`config.mk`:
```
export PLATFORM = sky130hd
export DESIGN_NAME = instruction_fetch_unit
export DESIGN_NICKNAME = d
export VERILOG_FILES = /design/src/rtl/riscv_core_pkg.sv /design/src/rtl/if_id_register.sv /design/src/rtl/instruction_fetch_unit.sv
export SDC_FILE = /design/constraint.sdc
export NUM_CORES = 1
export LEC_CHECK = 0
export ABC_AREA = 1
export CAP_MARGIN = 10
export CORE_MARGIN = 8
export CORE_UTILIZATION = 40
export CTS_CLUSTER_SIZE = 10
export DETAILED_ROUTE_END_ITERATION = 16
export PLACE_DENSITY = 0.7
export SLEW_MARGIN = 30
export SYNTH_ARGS = -nofsm -noshare
export SYNTH_HDL_FRONTEND = slang
export SYNTH_SLANG_ARGS = --single-unit
```
`constraint.sdc`:
```
create_clock -name clk -period 4.7 [get_ports clk]
set_clock_uncertainty 0.2 [all_clocks]
set_input_delay 0.94 -clock clk [delete_from_list [all_inputs] [get_ports clk]]
set_output_delay 0.94 -clock clk [all_outputs]
set_load 0.01 [all_outputs]
```
`src/rtl/riscv_core_pkg.sv`:
```
// Shared types and constants for the RISC-V core front end.
package riscv_core_pkg;

    localparam int XLEN = 64;
    localparam int ILEN = 32;

    localparam logic [ILEN-1:0] NOP_INSTR = 32'h00000013;

    typedef enum logic [1:0] {
        BOOT = 2'd0,
        RUN  = 2'd1,
        HALT = 2'd2
    } fetch_state_t;

endpackage

```
`src/rtl/if_id_register.sv`:
```
// IF/ID pipeline register: capture, hold (default) or flush to a NOP bubble.
import riscv_core_pkg::*;

module if_id_register (
    input  logic            clk,
    input  logic            reset,
    input  logic            capture_i,
    input  logic            flush_i,
    input  logic [ILEN-1:0] inst_i,
    input  logic [XLEN-1:0] pc_i,
    output logic [ILEN-1:0] if_instruction_o,
    output logic [XLEN-1:0] if_pc_o,
    output logic            if_valid_o
);

    logic [ILEN-1:0] inst_q;
    logic [XLEN-1:0] pc_q;
    logic            valid_q;

    // Flush leaves the PC field untouched; it is meaningless while valid is low.
    always_ff @(posedge clk) begin
        if (reset) begin
            inst_q  <= NOP_INSTR;
            pc_q    <= '0;
            valid_q <= 1'b0;
        end else if (flush_i) begin
            inst_q  <= NOP_INSTR;
            valid_q <= 1'b0;
        end else if (capture_i) begin
            inst_q  <= inst_i;
            pc_q    <= pc_i;
            valid_q <= 1'b1;
        end
    end

    assign if_instruction_o = inst_q;
    assign if_pc_o          = pc_q;
    assign if_valid_o       = valid_q;

endmodule

```
`src/rtl/instruction_fetch_unit.sv`:
```
// Fetch stage: owns the PC, drives the instruction memory address, and feeds IF/ID.
// Handles stall, redirect with wrong-path flush, and halting on bad fetches.
import riscv_core_pkg::*;

module instruction_fetch_unit #(
    parameter logic [63:0] RESET_PC   = 64'h0,
    parameter int          IMEM_BYTES = 152
) (
    input  logic        clk,
    input  logic        reset,
    input  logic        stall,
    input  logic        redirect_valid,
    input  logic [63:0] redirect_target,
    output logic [63:0] inst_address,
    input  logic [31:0] instruction,
    output logic [31:0] if_instruction,
    output logic [63:0] if_pc,
    output logic        if_valid,
    output logic        halted,
    output logic        misaligned_fault,
    output logic [31:0] fetch_count
);

    // Subtracting on the constant side keeps pc+3 from wrapping into the compare.
    localparam logic [XLEN-1:0] PC_LIMIT = 64'(IMEM_BYTES) - 64'd3;

    fetch_state_t    state_q, state_d;
    logic [XLEN-1:0] pc_q, pc_d;
    logic            fault_q, fault_d;
    logic [31:0]     count_q, count_d;
    logic            capture;
    logic            flush;
    logic            target_aligned;

    assign target_aligned = (redirect_target[1:0] == 2'b00);

    always_ff @(posedge clk) begin
        if (reset) begin
            state_q <= BOOT;
            pc_q    <= RESET_PC;
            fault_q <= 1'b0;
            count_q <= '0;
        end else begin
            state_q <= state_d;
            pc_q    <= pc_d;
            fault_q <= fault_d;
            count_q <= count_d;
        end
    end

    always_comb begin
        state_d = state_q;
        pc_d    = pc_q;
        fault_d = fault_q;
        count_d = count_q;
        capture = 1'b0;
        flush   = 1'b0;
        unique case (state_q)
            BOOT: begin
                state_d = RUN;
            end
            RUN: begin
                if (redirect_valid) begin
                    flush = 1'b1;
                    if (target_aligned) begin
                        pc_d = redirect_target;
                    end else begin
                        state_d = HALT;
                        fault_d = 1'b1;
                    end
                end else if (!stall) begin
                    if (pc_q >= PC_LIMIT) begin
                        state_d = HALT;
                        flush   = 1'b1;
                    end else begin
                        capture = 1'b1;
                        pc_d    = pc_q + 64'd4;
                        count_d = count_q + 32'd1;
                    end
                end
            end
            HALT: begin
                if (redirect_valid) begin
                    if (target_aligned) begin
                        pc_d    = redirect_target;
                        fault_d = 1'b0;
                        state_d = RUN;
                    end else begin
                        fault_d = 1'b1;
                    end
                end
            end
            default: begin
                state_d = BOOT;
            end
        endcase
    end

    if_id_register u_if_id (
        .clk              (clk),
        .reset            (reset),
        .capture_i        (capture),
        .flush_i          (flush),
        .inst_i           (instruction),
        .pc_i             (pc_q),
        .if_instruction_o (if_instruction),
        .if_pc_o          (if_pc),
        .if_valid_o       (if_valid)
    );

    assign inst_address     = pc_q;
    assign halted           = (state_q == HALT);
    assign misaligned_fault = fault_q;
    assign fetch_count      = count_q;

endmodule

```
==> results of run 1 <==
-- metal layers --
metal  wire length, µm  up-vias
met5                 0        -
met4               688        0
met3              3150       42
met2             16300      498
met1             16400     5311
li1                  -     5700
-- per-stage QoR --
stage          instance area (µm²)  total power, mW  worst slack [ns]  util, %  instances
2_1_floorplan                10400             3.51              2.33        -       1588
3_5_place_dp                 13500             4.36              1.21     52.3       2146
5_1_grt                      14100             6.20              1.19     54.6       2180
4_1_cts                      14100             5.85              1.49     54.6       2178
3_3_place_gp                 13400             4.32             0.999     52.2       2145
6_report                     14100             5.83              1.48     54.6       2180
-- sequential cells by signal, summed over array words and instances (netlist names) --
name                      cells
u_if_id.if_instruction_o     32
misaligned_fault              1
u_if_id.if_pc_o              64
fetch_count                  32
inst_address                 64
state_q                       2
u_if_id.if_valid_o            1
-- worst max path at each step --
stage | startpoint | slack, ns | end | cells past startpoint
after global placement | redirect_valid | 1.0 | inst_address[28] | 10
after global routing | inst_address[3] | 1.19 | u_if_id.if_instruction_o[2] | 10
final | inst_address[3] | 1.48 | u_if_id.if_instruction_o[31] | 10
after detailed placement | redirect_valid | 1.21 | inst_address[28] | 10
after floorplan | redirect_target[0] | 2.33 | inst_address[32] | 8
after CTS | inst_address[3] | 1.49 | u_if_id.if_instruction_o[31] | 10
-- critical path, cell delays in order (launching register included) --
cell and delay [ns]:
dfxtp_1 0.53, inv_1 0.13, ha_1 0.20, o21a_1 0.11, o21ai_1 0.15, nand3_2 0.15, inv_2 0.49, nand3_4 0.56
buf_4 0.40, nand2_1 0.09, a21oi_1 0.06
-- cells in the final DEF (no fill, tap or decap), drive strengths merged, types with 2 or more instances in the layout --
cell / count
nand3b: 5
clkinv: 9
xor2: 18
o22ai: 2
a21oi: 155
o21ai: 102
inv: 176
o31ai: 2
a211oi: 9
nor3b: 2
o211ai: 3
diode: 2
clkbuf: 17
o21a: 2
xnor2: 7
clkdlybuf4s50: 293
dfxtp: 196
nand3: 130
buf: 20
nor3: 30
a31oi: 2
and2: 3
nor2: 209
nand4: 83
ha: 6
nand2: 355
-- area by class of cell --
type / count / share of cell area [%]
Clock buffer: 17 / 3.02
Clock inverter: 15 / 1.23
Tap cell: 335 / 2.98
Inverter: 170 / 4.55
Timing Repair Buffer: 313 / 22.0
Multi-Input combinational cell: 1132 / 38.3
Antenna cell: 2 / 0.0356
Sequential cell: 196 / 27.9
-- cells by family after synthesis --
kind of cell               share of synthesized area [%]
AOI/OAI and AO/OA                                   14.5
buffers and inverters                               10.4
adders and majority gates                          0.724
muxes                                             0.0966
DFF                                                 37.9
xor gates and xnor gates                            2.11
and+or+nand+nor                                     34.3
-- power groups by stage --
stage | Combinational, mW | Clock [mW] | Sequential (mW)
after floorplan | 1.27 | 0 | 2.24
after CTS | 2.09 | 1.51 | 2.25
after global placement | 2.04 | 0 | 2.28
final | 2.09 | 1.48 | 2.26
after detailed placement | 2.08 | 0 | 2.28
after global routing | 2.33 | 1.58 | 2.30
==> flow_metrics.env, run 1 <==
export IMPL_status="complete, no violations"
export IMPL_grt_util_all_layers_pct=22.3
export IMPL_async_flop_share_pct=0
export IMPL_synth_top_area_share_pct=37.9
export IMPL_grt_use_met3_pct=4.48
export IMPL_synth_top_cell_by_area="dfxtp_1"
export IMPL_grt_busiest_layer="met2"
export IMPL_yosysMostFrequentCell="nand2_1"
export IMPL_crit_path_max_fanout=46
export IMPL_start_util_pct=40.2
export IMPL_synth_area_leaders="dfxtp_1, nand2_1, nor2_1"
export IMPL_hold_ws_ns=0.245
export IMPL_drv_cap=0
export IMPL_rsz0062_at_grt="no"
export IMPL_die_y_um=177
export IMPL_die_area_mm2=0.0313
export IMPL_irDropWorstVdd_v=0.000259
export IMPL_fin_crit_sh_pct=68.6
export IMPL_die_w_um=177
export IMPL_syn_to_final_growth_pct=35.8
export IMPL_ctsResizeCount=0
export IMPL_yosysSeqAreaShare_pct=37.9
export IMPL_grt_pass1_wl_um=57200
export IMPL_grt_pass1_vias=10700
export IMPL_p_leak_nw=5.34
export IMPL_coreArea_mm2=0.0258
export IMPL_use_met2_pct=35.3
export IMPL_use_met1_pct=29.9
export IMPL_syn_inst=1588
export IMPL_htreeDepth=4
export IMPL_drt_initial_drc_count=1056
export IMPL_avgRoutedWirePerCell_um=16.7
export IMPL_min_from="u_if_id.if_pc_o[3]"
export IMPL_holdPathEnd="u_if_id.if_pc_o[3]"
export IMPL_hold_buffers=0
export IMPL_finalHoldViolCount=0
export IMPL_cp_required_ns=4.79
export IMPL_min_period_ns=3.22
export IMPL_startpoint_type="register"
export IMPL_nFillCells=2498
export IMPL_regArea_mm2=0.00392
export IMPL_multi_input_area_mm2=0.00539
export IMPL_dpl_hpwl_um=25800
export IMPL_critPathKind="register to register"
export IMPL_grt_antenna_before_repair=2
export IMPL_clkLatencyLatePin_ns=0.44
export IMPL_ys_flop_type="dfxtp_1"
export IMPL_holdPathStages=2
export IMPL_p_sw_share_pct=40.8
export IMPL_cts_tree="yes"
export IMPL_p_int_mw=3.46
export IMPL_rows=59
export IMPL_drive_above_1_share_pct=4.18
export IMPL_pwr_share_seq_pct=38.7
export IMPL_maxSlewHeadroom_pct=40.6
export IMPL_num_nets_final=1936
export IMPL_totalWireLength_um=36500
export IMPL_route_detailed_drc=0
export IMPL_avgViaCountPerCell=5.30
export IMPL_end_kind="register"
export IMPL_first_pass_iters=5
export IMPL_fin_setup_tns_ns=0
export IMPL_clk_pin_slew_ns=0.08
export IMPL_synth_common_cells="nand2_1, nor2_1, dfxtp_1"
export IMPL_syn_num_nets=1694
export IMPL_reg2reg_depth=10
export IMPL_comb_power_share_pct=35.9
export IMPL_syn_area_per_cell_um2=6.53
export IMPL_crit_arrival_ns=3.31
export IMPL_max_freq_ghz=0.310
export IMPL_clock_sinks=196
export IMPL_synth_edf_count=0
export IMPL_tightestPinTransition_ns=0.888
export IMPL_grt_max_degree=77
export IMPL_r2r_end="u_if_id.if_instruction_o[31]"
export IMPL_synth_distinct_cells=42
export IMPL_regToRegStartpoint="inst_address[3]"
export IMPL_drv_slew=0
export IMPL_post_cts_setup_buffers=0
export IMPL_via_count=11600
export IMPL_ys_ff_latch=196
export IMPL_grt_overflow=0
export IMPL_clkPwrFrac_pct=25.4
export IMPL_setup_violations=0
export IMPL_ant_nets=0
export IMPL_max_clock_path_buffers=2
export IMPL_numCtsBuffers=17
export IMPL_p_switching_mw=2.38
export IMPL_cts_root_buf="clkbuf_16"
export IMPL_r2r_setup_slack_ns=1.48
export IMPL_yosys_warnings=0
export IMPL_hold_class="register to register"
export IMPL_power_density_mw_per_mm2=415
export IMPL_port_buffer_count=294
export IMPL_boundaryPins=295
export IMPL_gp_congestion=0.923
export IMPL_synthesis_area_mm2=0.0104
No activity file was read; power rests on OpenSTA's default activity.
==> run 2, diff against run 1 <==
--- a/config.mk
+++ b/config.mk
@@ -11,7 +11,7 @@
 export CORE_UTILIZATION = 40
 export CTS_CLUSTER_SIZE = 10
 export DETAILED_ROUTE_END_ITERATION = 16
-export PLACE_DENSITY = 0.7
+export PLACE_DENSITY = 0.73
 export SLEW_MARGIN = 30
 export SYNTH_ARGS = -nofsm -noshare
 export SYNTH_HDL_FRONTEND = slang
==> constraint.sdc (replaced) <==
create_clock -name clk -period 2.9 [get_ports clk]
set_clock_uncertainty 0.2 [all_clocks]
set_input_delay 0.58 -clock clk [delete_from_list [all_inputs] [get_ports clk]]
set_output_delay 0.58 -clock clk [all_outputs]
set_load 0.01 [all_outputs]
==> run 2 against run 1 <==
Cell area grew 1.4%. Largest cell class unchanged. Critical endpoint is now halted. Setup slack lost 1.2 ns. Sequential share of layout area shrank 0.38 points. Clock-buffer cell count unchanged. Non-clock buffer count rose by 18. Hold slack got worse by 0.0023 ns. Cell count is 0.83% higher. Critical path depth fell by 7.
==> flow_metrics.env, run 2 (synthesis results as in run 1) <==
export IMPL_grt_antenna_before_repair=2
export IMPL_totalWireLength_um=36100
export IMPL_avgRoutedWirePerCell_um=16.4
export IMPL_grt_pass1_wl_um=56800
export IMPL_grt_overflow=0
export IMPL_power_density_mw_per_mm2=678
export IMPL_boundaryPins=295
export IMPL_total_power_mw=9.68
export IMPL_cp_required_ns=2.12
export IMPL_startpoint="state_q[0]"
export IMPL_first_pass_iters=6
export IMPL_tightestPinTransition_ns=0.828
export IMPL_regToRegStartpoint="inst_address[3]"
export IMPL_rsz0062_at_grt="no"
export IMPL_regArea_mm2=0.00392
export IMPL_ant_nets=0
export IMPL_cp_endpoint="halted"
export IMPL_finalHoldViolCount=0
export IMPL_max_clock_path_buffers=2
export IMPL_final_cells=2198
export IMPL_dp_cells=2164
export IMPL_coreArea_mm2=0.0258
export IMPL_drive_above_1_share_pct=5.16
export IMPL_rows=59
export IMPL_die_area_mm2=0.0313
export IMPL_place_area_mm2=0.0136
export IMPL_avgViaCountPerCell=5.27
export IMPL_r2r_end="inst_address[46]"
export IMPL_cts_tree="yes"
export IMPL_die_w_um=177
export IMPL_hold_class="register to register"
export IMPL_critPathKind="register to output port"
export IMPL_setup_violations=0
export IMPL_layout_commonest_cell="nand2_1"
export IMPL_p_leak_nw=5.46
export IMPL_irDropWorstVdd_v=0.000425
export IMPL_clk_pin_slew_ns=0.08
export IMPL_drv_slew=0
export IMPL_clock_sinks=196
export IMPL_die_y_um=177
export IMPL_grt_pass1_vias=11000
export IMPL_min_period_ns=2.62
export IMPL_multi_input_area_mm2=0.00539
export IMPL_grt_max_degree=66
export IMPL_start_util_pct=40.2
export IMPL_ctsResizeCount=0
export IMPL_min_from="u_if_id.if_pc_o[6]"
export IMPL_route_detailed_drc=0
export IMPL_finalInstanceArea_mm2=0.0143
export IMPL_max_freq_ghz=0.382
export IMPL_gp_congestion=0.932
export IMPL_utilization_pct=55.4
export IMPL_reg2reg_depth=12
export IMPL_nFillCells=2486
export IMPL_clkLatencyLatePin_ns=0.44
export IMPL_htreeDepth=4
export IMPL_drt_initial_drc_count=1000
export IMPL_via_count=11600
export IMPL_syn_to_final_growth_pct=37.7
export IMPL_maxSlewHeadroom_pct=44.8
export IMPL_dpl_hpwl_um=26100
export IMPL_num_nets_final=1954
export IMPL_grt_util_all_layers_pct=22.1
export IMPL_startpoint_type="register"
export IMPL_status="complete, no violations"
export IMPL_end_kind="output port"
export IMPL_r2r_setup_slack_ns=0.30
export IMPL_layout_common_cells="nand2_1, clkdlybuf4s50_1, nor2_1"
export IMPL_numCtsBuffers=17
export IMPL_drv_cap=0
export IMPL_cts_root_buf="clkbuf_16"
export IMPL_crit_path_max_fanout=7
export IMPL_fin_crit_sh_pct=90.2
export IMPL_fin_setup_tns_ns=0
export IMPL_hold_buffers=0
export IMPL_port_buffer_count=294
export IMPL_crit_arrival_ns=1.84
export IMPL_post_cts_setup_buffers=0
## run 2: cell types whose count changed in the layout (fill, tap and decap cells not counted), sizes merged
| cell | delta |
|---|---|
| buf | +18 |
| inv | +2 |
| clkinv | -2 |
## run 2: power breakdown
part           total, mW  switching, mW  internal [mW]  leakage, nW
Sequential          3.61          0.584           3.03         1.59
Clock               2.46           1.27           1.19        0.299
Combinational       3.60           2.06           1.54         3.57
## run 2: worst max-delay path: stages, from the launching register on
cell	delay, ns
dfxtp_1	0.32
inv_1	0.10
ha_1	0.34
clkdlybuf4s50_1	0.65
## run 2: layout make-up
class / count / area share, %
diodes: 2 / 0.0351
clock buffers: 17 / 2.98
clock inverters: 15 / 1.32
inverters: 170 / 4.47
multi-input cells: 1132 / 37.8
flip-flops and latches: 196 / 27.5
well taps: 335 / 2.94
repair buffers: 331 / 23.0
## run 2: metrics by stage
stage                     hold slack (ns)  setup WS [ns]
after floorplan                     0.258          0.848
after global placement              0.230          0.209
after detailed placement            0.233          0.210
after CTS                           0.245          0.262
after global routing                0.261         0.0856
final                               0.242          0.284
## run 2: worst min path at each step
stage,to,depth (start not counted),slack [ns]
2_1_floorplan,state_q[1],2,0.26
4_1_cts,u_if_id.if_pc_o[6],2,0.25
3_3_place_gp,u_if_id.if_pc_o[6],2,0.23
3_5_place_dp,u_if_id.if_pc_o[6],2,0.23
5_1_grt,u_if_id.if_pc_o[3],2,0.26
6_report,u_if_id.if_pc_o[6],2,0.24
## run 2: routing by layer
metal / routed length (µm) / vias to the layer above / GRT usage (%)
met4: 1010 / 0 / 9.49
li1: - / 5757 / -
met2: 15900 / 526 / 34.5
met3: 3180 / 60 / 4.48
met5: 0 / - / 0
met1: 16000 / 5232 / 29.2
==> run 3, diff against run 2 <==
--- a/config.mk
+++ b/config.mk
@@ -12,6 +12,7 @@
 export CTS_CLUSTER_SIZE = 10
 export DETAILED_ROUTE_END_ITERATION = 16
 export PLACE_DENSITY = 0.73
+export REMOVE_ABC_BUFFERS = 1
 export SLEW_MARGIN = 30
 export SYNTH_ARGS = -nofsm -noshare
 export SYNTH_HDL_FRONTEND = slang
==> run 3 against run 2 <==
Via count up 0.58%. Cell count up 0.23%. Setup slack improved by 0.0019 ns. Clock-buffer cell count unchanged.
==> flow_metrics.env, run 3 (synthesis results as in run 1) <==
export IMPL_crit_chain="inv_1, ha_1, clkdlybuf4s50_1"
export IMPL_rows=59
export IMPL_grt_max_degree=66
export IMPL_clkLatencyLatePin_ns=0.44
export IMPL_cp_slowest_stage_delay_ns=0.65
export IMPL_drt_initial_drc_count=1036
export IMPL_num_nets_final=1958
export IMPL_fin_setup_tns_ns=0
export IMPL_drive_above_1_share_pct=5.31
export IMPL_dp_slack_ns=0.247
export IMPL_ant_nets=0
export IMPL_rsz0062_at_grt="no"
export IMPL_clk_pin_slew_ns=0.08
export IMPL_worst_slack_ns=0.286
export IMPL_first_pass_iters=5
export IMPL_grt_antenna_before_repair=2
export IMPL_cts_root_buf="clkbuf_16"
export IMPL_coreArea_mm2=0.0258
export IMPL_grt_overflow=0
export IMPL_port_buffer_count=294
export IMPL_grt_pass1_vias=10900
export IMPL_hold_buffers=0
export IMPL_startpoint_type="register"
export IMPL_die_area_mm2=0.0313
export IMPL_gp_congestion=0.906
export IMPL_end_kind="output port"
export IMPL_utilization_pct=55.6
export IMPL_min_period_ns=2.61
export IMPL_regToRegStartpoint="inst_address[3]"
export IMPL_cp_required_ns=2.12
export IMPL_r2r_setup_slack_ns=0.36
export IMPL_cts_tree="yes"
export IMPL_max_freq_ghz=0.383
export IMPL_layout_common_cells="nand2_1, clkdlybuf4s50_1, nor2_1"
export IMPL_hold_class="register to register"
export IMPL_ctsResizeCount=0
export IMPL_die_w_um=177
export IMPL_post_cts_setup_buffers=0
export IMPL_reg2reg_depth=12
export IMPL_hold_ws_ns=0.246
export IMPL_die_y_um=177
export IMPL_dpl_hpwl_um=26600
export IMPL_clock_sinks=196
export IMPL_tightestPinTransition_ns=0.840
export IMPL_drv_cap=0
export IMPL_final_cells=2203
export IMPL_layout_commonest_cell="nand2_1"
export IMPL_critPathKind="register to output port"
export IMPL_via_count=11600
export IMPL_start_util_pct=40.2
export IMPL_totalWireLength_um=36500
export IMPL_avgRoutedWirePerCell_um=16.6
export IMPL_irDropWorstVdd_v=0.000651
export IMPL_grt_util_all_layers_pct=22.4
export IMPL_setup_violations=0
export IMPL_power_density_mw_per_mm2=673
export IMPL_numCtsBuffers=17
export IMPL_status="complete, no violations"
export IMPL_crit_arrival_ns=1.83
export IMPL_dp_cells=2168
export IMPL_drv_slew=0
export IMPL_fin_crit_sh_pct=90.1
export IMPL_crit_path_max_fanout=7
export IMPL_avgViaCountPerCell=5.28
export IMPL_route_detailed_drc=0
export IMPL_finalHoldViolCount=0
export IMPL_grt_pass1_wl_um=57300
export IMPL_slowest_stage="clkdlybuf4s50_1"
export IMPL_max_clock_path_buffers=2
export IMPL_htreeDepth=4
export IMPL_r2r_end="inst_address[46]"
export IMPL_maxSlewHeadroom_pct=44.0
export IMPL_startpoint="state_q[0]"
export IMPL_p_leak_nw=5.48
export IMPL_boundaryPins=295
export IMPL_syn_to_final_growth_pct=38.2
export IMPL_cp_endpoint="halted"
## run 3: layer usage
metal / track usage, % / share of wire (%) / vias to the layer above
li1: - / - / 5746
met5: 0 / 0 / -
met1: 27.9 / 41 / 5312
met2: 37.2 / 48 / 503
met3: 4.37 / 7.8 / 81
met4: 9.67 / 3.3 / 0
## run 3: layout make-up
class                      instances  area [µm²]
antenna                            3        7.51
clock buffer                      17         425
clock inverter                    15         166
fill                            2451       11400
inverter                         170         638
multi-input combinational       1132        5390
sequential                       196        3920
tap                              335         419
timing repair buffer             335        3360
## run 3: through the flow
step | total power, mW | area [µm²]
after global routing | 10.2 | 14300
after global placement | 7.21 | 13700
after detailed placement | 7.29 | 13700
final | 9.64 | 14300
after floorplan | 5.45 | 9930
after CTS | 9.66 | 14300
## run 3: critical path: cells and delay by family, from the launching register on
kind / cells / cell delay, ns
buffers and inverters: 2 / 0.74
DFF: 1 / 0.33
adders and majority gates: 1 / 0.33
## run 3: where the power goes
| part | switching (mW) | internal, mW | total, mW | leakage [nW] |
|---|---|---|---|---|
| sequential | 0.540 | 3.03 | 3.57 | 1.59 |
| clock | 1.21 | 1.16 | 2.37 | 0.284 |
| combinational | 2.11 | 1.59 | 3.70 | 3.61 |
## run 3: worst min-delay path by stage
stage	startpoint	endpoint	slack [ns]	depth (start not counted)
after detailed placement	u_if_id.if_pc_o[4]	u_if_id.if_pc_o[4]	0.23	2
after floorplan	state_q[1]	state_q[1]	0.25	2
final	u_if_id.if_pc_o[4]	u_if_id.if_pc_o[4]	0.25	2
after CTS	u_if_id.if_pc_o[4]	u_if_id.if_pc_o[4]	0.25	2
after global placement	u_if_id.if_pc_o[4]	u_if_id.if_pc_o[4]	0.23	2
after global routing	u_if_id.if_valid_o	u_if_id.if_valid_o	0.27	2
